`src/rtl/y86_stage_sequencer.sv`:
```
// Multi-cycle stage sequencer for the sequential Y86-64 core.
// Walks each instruction through FETCH, DECODE, EXECUTE, MEMORY, WRITEBACK
// and PC-UPDATE. It drives one stage enable per cycle, owns the architectural
// PC and retired-instruction counter, runs the data-memory handshake, and
// tracks the Y86 status code.
module y86_stage_sequencer #(
    parameter logic [63:0] RESET_PC     = 64'h0,
    parameter int          MEM_WAIT_MAX = 15,
    parameter int          CNT_W        = 32
) (
    input  logic             clk,
    input  logic             reset,
    input  logic             start,
    input  logic [3:0]       icode,
    input  logic             instr_valid,
    input  logic             imem_error,
    input  logic             dmem_ack,
    input  logic             dmem_error,
    input  logic [63:0]      next_pc,
    output logic [63:0]      pc,
    output logic [2:0]       stage,
    output logic             fetch_en,
    output logic             decode_en,
    output logic             execute_en,
    output logic             memory_en,
    output logic             writeback_en,
    output logic             pc_en,
    output logic             dmem_req,
    output logic [2:0]       stat,
    output logic             halted,
    output logic [CNT_W-1:0] instr_count
);

    localparam logic [2:0] S_IDLE      = 3'd0;
    localparam logic [2:0] S_FETCH     = 3'd1;
    localparam logic [2:0] S_DECODE    = 3'd2;
    localparam logic [2:0] S_EXECUTE   = 3'd3;
    localparam logic [2:0] S_MEMORY    = 3'd4;
    localparam logic [2:0] S_WRITEBACK = 3'd5;
    localparam logic [2:0] S_PCUPD     = 3'd6;
    localparam logic [2:0] S_HALT      = 3'd7;

    localparam logic [2:0] STAT_AOK = 3'd1;
    localparam logic [2:0] STAT_HLT = 3'd2;
    localparam logic [2:0] STAT_ADR = 3'd3;
    localparam logic [2:0] STAT_INS = 3'd4;

    // The wait counter indexes MEMORY cycles 0 .. MEM_WAIT_MAX-1.
    // Reaching the last index without an ack is the timeout.
    localparam int                WAIT_W    = (MEM_WAIT_MAX > 1) ? $clog2(MEM_WAIT_MAX) : 1;
    localparam logic [WAIT_W-1:0] WAIT_LAST = WAIT_W'(MEM_WAIT_MAX - 1);

    logic [2:0]        state_q, state_d;
    logic [63:0]       pc_q, pc_d;
    logic [2:0]        stat_q, stat_d;
    logic [CNT_W-1:0]  cnt_q, cnt_d;
    logic [WAIT_W-1:0] wait_q, wait_d;
    logic              isMem_q, isMem_d;
    logic              memIcode;

    // Classify the icode as one of the instructions that access data memory.
    always_comb begin
        memIcode = 1'b0;
        case (icode)
            4'h4, 4'h5, 4'h8, 4'h9, 4'hA, 4'hB: memIcode = 1'b1;
            default:                            memIcode = 1'b0;
        endcase
    end

    // Compute the next state. Faulting and halt instructions go straight to
    // HALT without touching pc or the retired count.
    always_comb begin
        state_d = state_q;
        pc_d    = pc_q;
        stat_d  = stat_q;
        cnt_d   = cnt_q;
        wait_d  = wait_q;
        isMem_d = isMem_q;
        case (state_q)
            S_IDLE: begin
                if (start) state_d = S_FETCH;
            end
            S_FETCH: begin
                isMem_d = memIcode;
                if (imem_error) begin
                    state_d = S_HALT;
                    stat_d  = STAT_ADR;
                end else if (!instr_valid) begin
                    state_d = S_HALT;
                    stat_d  = STAT_INS;
                end else if (icode == 4'h0) begin
                    state_d = S_HALT;
                    stat_d  = STAT_HLT;
                end else begin
                    state_d = S_DECODE;
                end
            end
            S_DECODE: begin
                state_d = S_EXECUTE;
            end
            S_EXECUTE: begin
                state_d = S_MEMORY;
                wait_d  = '0;
            end
            S_MEMORY: begin
                if (!isMem_q) begin
                    state_d = S_WRITEBACK;
                end else if (dmem_ack) begin
                    if (dmem_error) begin
                        state_d = S_HALT;
                        stat_d  = STAT_ADR;
                    end else begin
                        state_d = S_WRITEBACK;
                    end
                end else if (wait_q == WAIT_LAST) begin
                    state_d = S_HALT;
                    stat_d  = STAT_ADR;
                end else begin
                    wait_d = wait_q + 1'b1;
                end
            end
            S_WRITEBACK: begin
                state_d = S_PCUPD;
            end
            S_PCUPD: begin
                pc_d    = next_pc;
                cnt_d   = cnt_q + 1'b1;
                state_d = S_FETCH;
            end
            S_HALT: begin
                state_d = S_HALT;
            end
            default: begin
                state_d = S_IDLE;
            end
        endcase
    end

    // Register all sequencer state. Reset overrides everything, including an
    // in-flight memory handshake.
    always_ff @(posedge clk) begin
        if (reset) begin
            state_q <= S_IDLE;
            pc_q    <= RESET_PC;
            stat_q  <= STAT_AOK;
            cnt_q   <= '0;
            wait_q  <= '0;
            isMem_q <= 1'b0;
        end else begin
            state_q <= state_d;
            pc_q    <= pc_d;
            stat_q  <= stat_d;
            cnt_q   <= cnt_d;
            wait_q  <= wait_d;
            isMem_q <= isMem_d;
        end
    end

    assign pc           = pc_q;
    assign stage        = state_q;
    assign stat         = stat_q;
    assign instr_count  = cnt_q;
    assign fetch_en     = (state_q == S_FETCH);
    assign decode_en    = (state_q == S_DECODE);
    assign execute_en   = (state_q == S_EXECUTE);
    assign memory_en    = (state_q == S_MEMORY);
    assign writeback_en = (state_q == S_WRITEBACK);
    assign pc_en        = (state_q == S_PCUPD);
    assign halted       = (state_q == S_HALT);
    assign dmem_req     = (state_q == S_MEMORY) && isMem_q;

endmodule

```
`config.mk`:
```
export PLATFORM = sky130hd
export DESIGN_NAME = y86_stage_sequencer
export DESIGN_NICKNAME = d
export VERILOG_FILES = /design/src/rtl/y86_stage_sequencer.sv
export SDC_FILE = /design/constraint.sdc
export NUM_CORES = 1
export LEC_CHECK = 0
export ABC_AREA = 0
export BUFFER_PORTS_ARGS = -buffer_cell sky130_fd_sc_hd__buf_2
export CAP_MARGIN = 15
export CORE_ASPECT_RATIO = 0.7
export CORE_UTILIZATION = 43
export CTS_CLUSTER_DIAMETER = 100
export CTS_CLUSTER_SIZE = 12
export DETAILED_ROUTE_END_ITERATION = 7
export PLACE_DENSITY = 0.76
export SYNTH_ARGS = -nofsm -noshare
export SYNTH_HDL_FRONTEND = slang
export SYNTH_SLANG_ARGS = --single-unit
```
`constraint.sdc`:
```
create_clock -name clk -period 1.8 [get_ports clk]
set_input_delay 0 -clock clk [delete_from_list [all_inputs] [get_ports clk]]
set_output_delay 0 -clock clk [all_outputs]
set_load 0.1 [all_outputs]
```
# Yosys cells after proc, flatten, opt, wreduce, memory -nomap -nowiden
# Index checks and enable logic that the tools add are counted.
# classes
n_addsub	2
n_eq_ne	22
mux	22
n_reduce_logical	9
# op_table
cell	n
3-bit two-way mux	14
32-bit by 1-bit adder with 32-bit output, second input constant	1
3-bit case mux with 8 select lines	1
4-bit == test, second input constant	5
3-bit == test, second input constant	4
4-bit two-way mux	3
4-bit by 3-bit == test with 1-bit output, second input constant	2
4-bit by 3-bit inequality test with 1-bit output, second input constant	2
4-bit case mux with 2 select lines	1
3-bit by 2-bit == test with 1-bit output, second input constant	2
2-bit inequality test, second input constant	3
3-bit case mux with 2 select lines	1
6-bit OR reduction	1
5-bit AND reduction	1
4-bit by 1-bit adder with 4-bit output, second input constant	1
4-bit zero test	1
4-bit AND reduction	1
2-bit nonzero test	2
3-bit by 1-bit == test with 1-bit output, second input constant	1
3-bit zero test	1
3-bit by 2-bit inequality test with 1-bit output, second input constant	1
3-bit inequality test, second input constant	1
2-bit two-way mux	1
2-bit by 1-bit inequality test with 1-bit output, second input constant	1
3 further kinds	3
# word_totals
reg_bits	107
wordCells	61

# Longest topological paths before layout
# Gate-level depths: netlist of run 1.
# depth
depth_word	5
depth_mapped	7
depth_no_buf	6

# Least setup slack after synthesis of run 1
# Ideal clock, no wire load.
# synth_timing
path_type	register -> register
startpoint	register state_q[0], in the netlist stage[0]
endpoint	register stat_q[1], in the netlist stat[1]
setup_time_ns	0.133
arrival_time_ns	4.362
required_ns	1.667
setup_slack_ns	-2.695
path_stages_with_launch	6
synth_period_minus_slack_ns	4.495
cell_sequence	dfxtp_1 > buf_2 > nor3b_1 > a21boi_0 > o221ai_1 > mux2i_1
# synth_via
elab_chain_cells	3
elab_cells_between_ends	9
# synth_lines
item	line	text
from (decl)	53	logic [2:0] state_q, state_d;
from (signal assigned)	150	state_q <= state_d;
3-bit by 1-bit == test with 1-bit output *	-	
via fetch_en	22	output logic fetch_en,
4-bit by 3-bit inequality test with 1-bit output (no source line) / 2-bit nonzero test (equally long branches)	-	
5-bit AND reduction (no source line)	-	
to (signal assigned)	152	stat_q <= stat_d;
to (decl)	55	logic [2:0] stat_q, stat_d;
# Mark *: on every way through the listed nets, which the timed path passes. The rest lies on a longest branch.
# A chain may end at the register's enable or synchronous reset.

# Final worst setup path of run 1
# layout_timing
startpoint	register state_q[0], in the netlist stage[0]
endpoint	register cnt_q[20], in the netlist instr_count[20]
# layout_via
elab_chain_cells	1
# layout_lines
item	line	text
3-bit == test	79	case (state_q)
to (signal assigned)	153	cnt_q <= cnt_d;
to (decl)	56	logic [CNT_W-1:0] cnt_q, cnt_d;
# No other way between the ends.

==> results_dict.tcl, run 1 <==
set metrics [dict create \
    routed-wl-met3_um 667 \
    synth_largest_area_cell "dfxtp_1" \
    total_power_consumption_of_the_routed_design_w 0.00553 \
    layout_setup_ws_ns -0.0585 \
    r2r-end "instr_count[20]" \
    synth.avg_cell_area_um2 8.11 \
    initial_util_pct 44.8 \
    element_type_at_the_critical_path_end "flip-flop" \
    final_instance_count_excl_fillers 944 \
    failed_checks "setup timing" \
    utilization_pct 72.0 \
    yosys_warnings 0 \
    timing.fmax_mhz 538 \
    critical_path.reg2reg.startpoint "stage[0]" \
    period_share_pct 103 \
    first_pass_grt_wire_length_mm 21.4 \
    synth_ff_type "dfxtp_1" \
    synth_cells 542 \
    outcome "finished with violations" \
    cts.htree.levels 3 \
    synth_largest_type_area_fraction_pct 48.8 \
    synth_nets 620 \
    synth-seq-area-share_pct 48.8 \
    antenna_found_initial 0 \
    die_width_um 123 \
    multi_input_area_um2 2300 \
    drive_gt1_share_pct 40.3 \
    layout.filler_cells 737 \
    peak_supply_drop_v 0.000617 \
    worst_setup_sp_type "flip-flop" \
    global_route.usage.total_pct 25.4 \
    worstSkewPairLatency_ns 0.34 \
    gp_congestion 0.802 \
    worstSetupPathType "reg2reg" \
    worstPathRequired_ns 1.99 \
    placeableCoreArea_um2 9800 \
    timing.max_slew.rel_slack_pct 61.1 \
    number_of_buffers_between_clock_root_and_the_deepest_sink 2 \
    postRouteWirelength_mm 13.6 \
    tritoncts "done" \
    cts.sink_count 107 \
    critical_path_buf_inv_count 1 \
    setup.reg_to_reg.worst_slack_ns -0.06 \
    grt_start_max_net_pins 54 \
    timing.critical_path.depth 4 \
    worst_path_largest_cell_delay_ns 0.60 \
    timing.critical_path.slowest_stage_cell "or4_4" \
    report.final.slew_viol_count 0 \
    grt_remaining_overflow 0 \
    drt_pass1_iterations 4 \
    tritoncts.num_buffers 9 \
    seqCellArea_um2 2240 \
    detailroute.via_count 4819 \
    finish.net_count 889 \
    first_global_vias 4682 \
    worstHoldPathType "in2reg" \
    setup_violations 4 \
    drc 0 \
    tightest_slew_ns 0.583 \
    antennaDiodeCount 0 \
    yosys_register_bits 107 \
    clock_tree.root_cell "clkbuf_16" \
    placed_cells_incl_taps 858 \
    io_buffers 184 \
    post_synth_main_area_contributors "dfxtp_1, nand2_1, a21oi_1" \
    drt-vias-per-instance 5.10 \
    timing.critical_path.max_delay_family "simple AND/OR/NAND/NOR gates" \
    synth_most_common_cell "nand2_1" \
    placement_rows 30 \
    finalHoldViolations 0 \
    dr_wl_met2_mm 6.73 \
    max-cap-violations 0 \
    boundary_pin_count 185 \
    holdPathEnd "stage[1]" \
    design.die.area_um2 10600 \
    worst_ep_arrival_time_ns 2.05 \
    synthTopCellsByCount "nand2_1, dfxtp_1, a21oi_1" \
    crit_chain "nand3b_4 -> or4_4 -> buf_12 -> o41ai_1" \
    timing.reg2reg.worst_path_depth 4 \
    postRouteAntennaNets 0 \
    min_period_ns 1.86 \
    rsz0062_at_grt "yes" \
    drt-met1-wl_mm 5.76 \
    synth_edf_count 0 \
    worstHoldPathCells 4 \
    areaGrowthSynthToFinish_pct 60.5 \
    top_layer_used "met4" \
    cts.reportedPaths.clkPinSlew_ns 0.07 \
    asyncSetResetFlopFracSynth_pct 0 \
    hp-start "dmem_ack" \
    p_leak_nw 3.04 \
    place.detailed.hpwl_mm 8.90 \
    die_h_um 86.6 \
    detailed_router_s_first_iteration_violation_count 275 \
    clock-skew-final_ns 0.00732 \
    power_density_nw_per_um2 784 \
    synth.cell_area_um2 4390 \
    timing.critical_path.fanout_max 10 \
    yosys.cell_types.count 45 \
    routedWlPerCell_um 14.4 \
]
==> registers in the layout (all words and copies together), names as in the netlist <==
| register | cells |
|---|---|
| isMem_q | 1 |
| wait_q | 4 |
| stat | 3 |
| pc | 64 |
| stage | 3 |
| instr_count | 32 |
==> repair_timing <==
action	CTS	global route
hold endpoints to repair	67	0
pin swaps	3	0
gates resized for setup	3	18
setup endpoints to repair	15	19
setup buffers	2	2
hold buffers	66	0
==> cells by family (layout without fill, tap and decap cells) <==
group / after synthesis / after routing / synth area share, %
muxes: 9 / 9 / 2.19
and+or+nand+nor: 249 / 249 / 26.4
adders and majority gates: 3 / 3 / 0.855
buffers and inverters: 49 / 323 / 4.90
AOI/OAI and AO/OA: 113 / 113 / 14.5
xor gates and xnor gates: 12 / 12 / 2.39
DFF: 107 / 107 / 48.8
==> worst min-delay path, cell delays in order <==
cell and delay [ns]:
buf_2 0.14, a21oi_1 0.07, nand2_1 0.06, a21oi_1 0.06
==> per-layer routing <==
metal  up-vias  track usage [%]
met4         0             10.9
met1      2252             30.8
met3        36             6.45
met2       148             42.8
li1       2383                -
met5         -                0
==> area by class of cell <==
type | instances | share of cell area, %
clock buffer | 9 | 3.19
clock inverter | 7 | 0.816
inverter | 14 | 0.923
multi-input combinational | 386 | 32.7
sequential | 107 | 31.8
tap | 128 | 2.27
timing repair buffer | 293 | 28.3
==> metrics by stage <==
stage	setup WS [ns]	hold WS [ns]	area (µm²)	TNS, ns
after CTS	-0.0367	0.0224	6950	-0.0591
final	-0.0585	0.0380	7050	-0.102
after floorplan	-0.495	0.136	4720	-5.40
after global placement	-0.0240	0.240	5970	-0.0566
after detailed placement	-0.0793	0.247	5970	-0.624
after global routing	-0.0795	0.0336	7050	-0.606
==> cells in the final DEF, fill, tap and decap left out, types with 3 or more instances in the layout <==
cell / n
buf_2: 180
nand2_1: 150
dfxtp_1: 76
a21oi_1: 73
dlygate4sd3_1: 66
buf_4: 37
nor2_1: 26
dfxtp_4: 25
inv_1: 12
o21ai_0: 12
nand3_1: 10
xnor2_1: 10
clkbuf_16: 9
a21oi_2: 7
nor2b_1: 6
or2_2: 6
dfxtp_2: 6
nand4_1: 5
or3_4: 5
nor4_1: 5
buf_12: 5
buf_6: 5
o41ai_1: 4
or3_1: 4
mux2i_1: 4
or4_1: 4
or4_4: 3
mux2_4: 3
o311ai_4: 3
o41ai_2: 3
nor3_1: 3
inv_6: 3
==> how the worst max path moves through the flow <==
stage / endpoint / start
6_report: instr_count[20] / stage[0]
5_1_grt: instr_count[22] / stage[0]
4_1_cts: instr_count[22] / stage[0]
3_5_place_dp: instr_count[27] / instr_count[1]
3_3_place_gp: instr_count[22] / instr_count[1]
2_1_floorplan: stat[1] / stage[0]
==> report_power, final <==
group | internal [W] | total, W | leakage (nW) | switching, W
Clock | 0.000960 | 0.00187 | 0.137 | 0.000912
Combinational | 0.000365 | 0.00122 | 2.02 | 0.000851
Sequential | 0.00240 | 0.00244 | 0.886 | 0.0000402
Total | 0.00372 | 0.00553 | 3.04 | 0.00180
No activity file was read; power rests on OpenSTA's default activity.
==> run 2: changes to the inputs <==
ABC_AREA = 1   (was 0)
PLACE_DENSITY = 0.75   (was 0.76)
==> results_dict.tcl, run 2 <==
set metrics [dict create \
    outcome "complete, no violations" \
    first_global_vias 4604 \
    layout.cells.most_common "nor2_1" \
    min_period_ns 1.68 \
    detailed_router_s_first_iteration_violation_count 372 \
    placed_cells_incl_taps 939 \
    areaGrowthSynthToFinish_pct 47.4 \
    clock_tree.root_cell "clkbuf_16" \
    antenna_found_initial 0 \
    cts.htree.levels 3 \
    worst_setup_sp_type "input pin" \
    cts.repair_timing.setup_buffer_count 0 \
    finalHoldViolations 0 \
    gp_congestion 0.873 \
    detailroute.via_count 5056 \
    largest_register_ffs 64 \
    p_leak_nw 3.10 \
    die_width_um 124 \
    synth_largest_type_area_fraction_pct 47.5 \
    design.die.area_um2 10900 \
    synth_largest_area_cell "dfxtp_1" \
    timing.max_slew.rel_slack_pct 66.0 \
    synth_most_common_cell "nor2_1" \
    finish.net_count 967 \
    initial_util_pct 45.4 \
    synth_edf_count 0 \
    asyncSetResetFlopFracSynth_pct 0 \
    rsz0062_at_grt "no" \
    report.final.slew_viol_count 0 \
    layout_common_cells "nor2_1, buf_2, nand2_1, dfxtp_1, o21ai_0" \
    global_route.usage.total_pct 24.3 \
    tritoncts "done" \
    total_power_consumption_of_the_routed_design_w 0.00627 \
    timing.critical_path.fanout_max 2 \
    cts.sink_count 107 \
    worst_path_largest_cell_delay_ns 0.56 \
    worst_ep_arrival_time_ns 1.90 \
    drt_pass1_iterations 5 \
    postPlaceCellArea_um2 5640 \
    area_of_all_placed_cells_without_fillers_um2 6650 \
    postRouteAntennaNets 0 \
    synth-seq-area-share_pct 47.5 \
    yosys.cell_types.count 28 \
    multi_input_area_um2 2110 \
    placeableCoreArea_um2 9950 \
    final_instance_count_excl_fillers 1022 \
    element_type_at_the_critical_path_end "flip-flop" \
    seqCellArea_um2 2190 \
    worstSkewPairLatency_ns 0.33 \
    synth_nets 724 \
    max-cap-violations 0 \
    tightest_slew_ns 0.514 \
    layout.filler_cells 847 \
    routedWlPerCell_um 13.2 \
    power_density_nw_per_um2 943 \
    period_share_pct 93.5 \
    yosys_warnings 0 \
    first_pass_grt_wire_length_mm 21.5 \
    place.detailed.hpwl_mm 9.06 \
    synth_ff_type "dfxtp_1" \
    drt-vias-per-instance 4.95 \
    crit_chain "dlygate4sd3_1 -> buf_2 -> nand2_1 -> dlygate4sd3_1 -> a31oi_1 -> dlygate4sd3_1" \
    synth.avg_cell_area_um2 6.98 \
    number_of_buffers_between_clock_root_and_the_deepest_sink 2 \
    cts.reportedPaths.clkPinSlew_ns 0.07 \
    layout_setup_ws_ns 0.117 \
    fin_worst_hold_slack_ns 0.0540 \
    timing.critical_path.slowest_stage_cell "dlygate4sd3_1" \
    worstPathRequired_ns 2.02 \
    post_synth_main_area_contributors "dfxtp_1, nor2_1, o21ai_0" \
    tritoncts.num_buffers 9 \
    timing.fmax_mhz 594 \
    synth.cell_area_um2 4510 \
    synthTopCellsByCount "nor2_1, dfxtp_1, nand2_1" \
    drive_gt1_share_pct 28.7 \
    peak_supply_drop_v 0.000528 \
    postRouteWirelength_mm 13.5 \
    clock-skew-final_ns 0.00412 \
    timing.critical_path.mode_cell "dlygate4sd3_1" \
    synth_cells 646 \
    yosys_register_bits 107 \
    grt_remaining_overflow 0 \
    die_h_um 87.7 \
    worstSetupPathType "in2reg" \
    drc 0 \
    placement_rows 30 \
    setup_violations 0 \
    boundary_pin_count 185 \
    grt_start_max_net_pins 92 \
    antennaDiodeCount 0 \
    io_buffers 184 \
    worstHoldPathType "in2reg" \
    pre_cts_slack_ns 0.232 \
]
run 2: cell count changes after synthesis, sizes merged, moves of 8 or more:
cell	before	now
o21ai	12	78
or3	10	0
nand2	150	92
xnor2	11	0
a21oi	80	21
nor4	8	0
nand3	11	38
clkbuf	24	15
nor2	27	204
inv	13	48
run 2: through the flow:
stage	setup TNS (ns)	utilization [%]
3_3_place_gp	0	56.7
2_1_floorplan	-1.70	-
3_5_place_dp	0	56.7
4_1_cts	0	66.8
5_1_grt	0	66.8
6_report	0	66.8
run 2: path summary, 6_finish.rpt:
kind / startpoint / end / slack (ns) / cells past startpoint
min reg2reg: instr_count[9] / instr_count[9] / 0.46 / 1
max reg2reg: stage[0] / isMem_q / 0.19 / 5
min: imem_error / stat[0] / 0.05 / 5
max: icode[3] / isMem_q / 0.12 / 6
run 2: cell families after synthesis:
family                   after synthesis  synth area share, %
AND/OR/NAND/NOR                      351                 32.2
buffers and inverters                 74                 6.41
flip-flops                           107                 47.5
AO/OA/AOI/OAI                        105                 11.9
adder cells (fa/ha/maj)                3                0.832
XOR/XNOR                               6                 1.16
run 2: critical path: cells and delay by family:
family / cells / cell delay (ns)
buf+inv: 4 / 1.78
compound gates: 1 / 0.08
simple gates: 1 / 0.05
run 2: per-layer routing:
layer / vias to the layer above / GRT usage, % / routed length, µm
met3: 30 / 6.17 / 845
met4: 0 / 8.87 / 350
li1: 2547 / - / -
met2: 188 / 41.5 / 6530
met1: 2291 / 30.1 / 5760
met5: - / 0 / 0
run 2: report_power, final:
group | internal [W] | total [W] | switching, W
Clock | 0.00123 | 0.00209 | 0.000859
Sequential | 0.00248 | 0.00258 | 0.0000990
Combinational | 0.000390 | 0.00160 | 0.00121
run 2: layout make-up:
type	count	share of cell area, %
Sequential cell	107	32.9
Multi-Input combinational cell	465	31.8
Timing Repair Buffer	257	25.2
Clock buffer	9	3.39
Inverter	49	2.86
Tap cell	128	2.41
Clock inverter	7	1.49
run 2: repair_timing:
| item | CTS | global route |
|---|---|---|
| setup endpoints to repair | 1 | 2 |
| endpoints found under the hold margin | 65 | 0 |
| resized for setup | 1 | 3 |
| hold buffers | 67 | 0 |
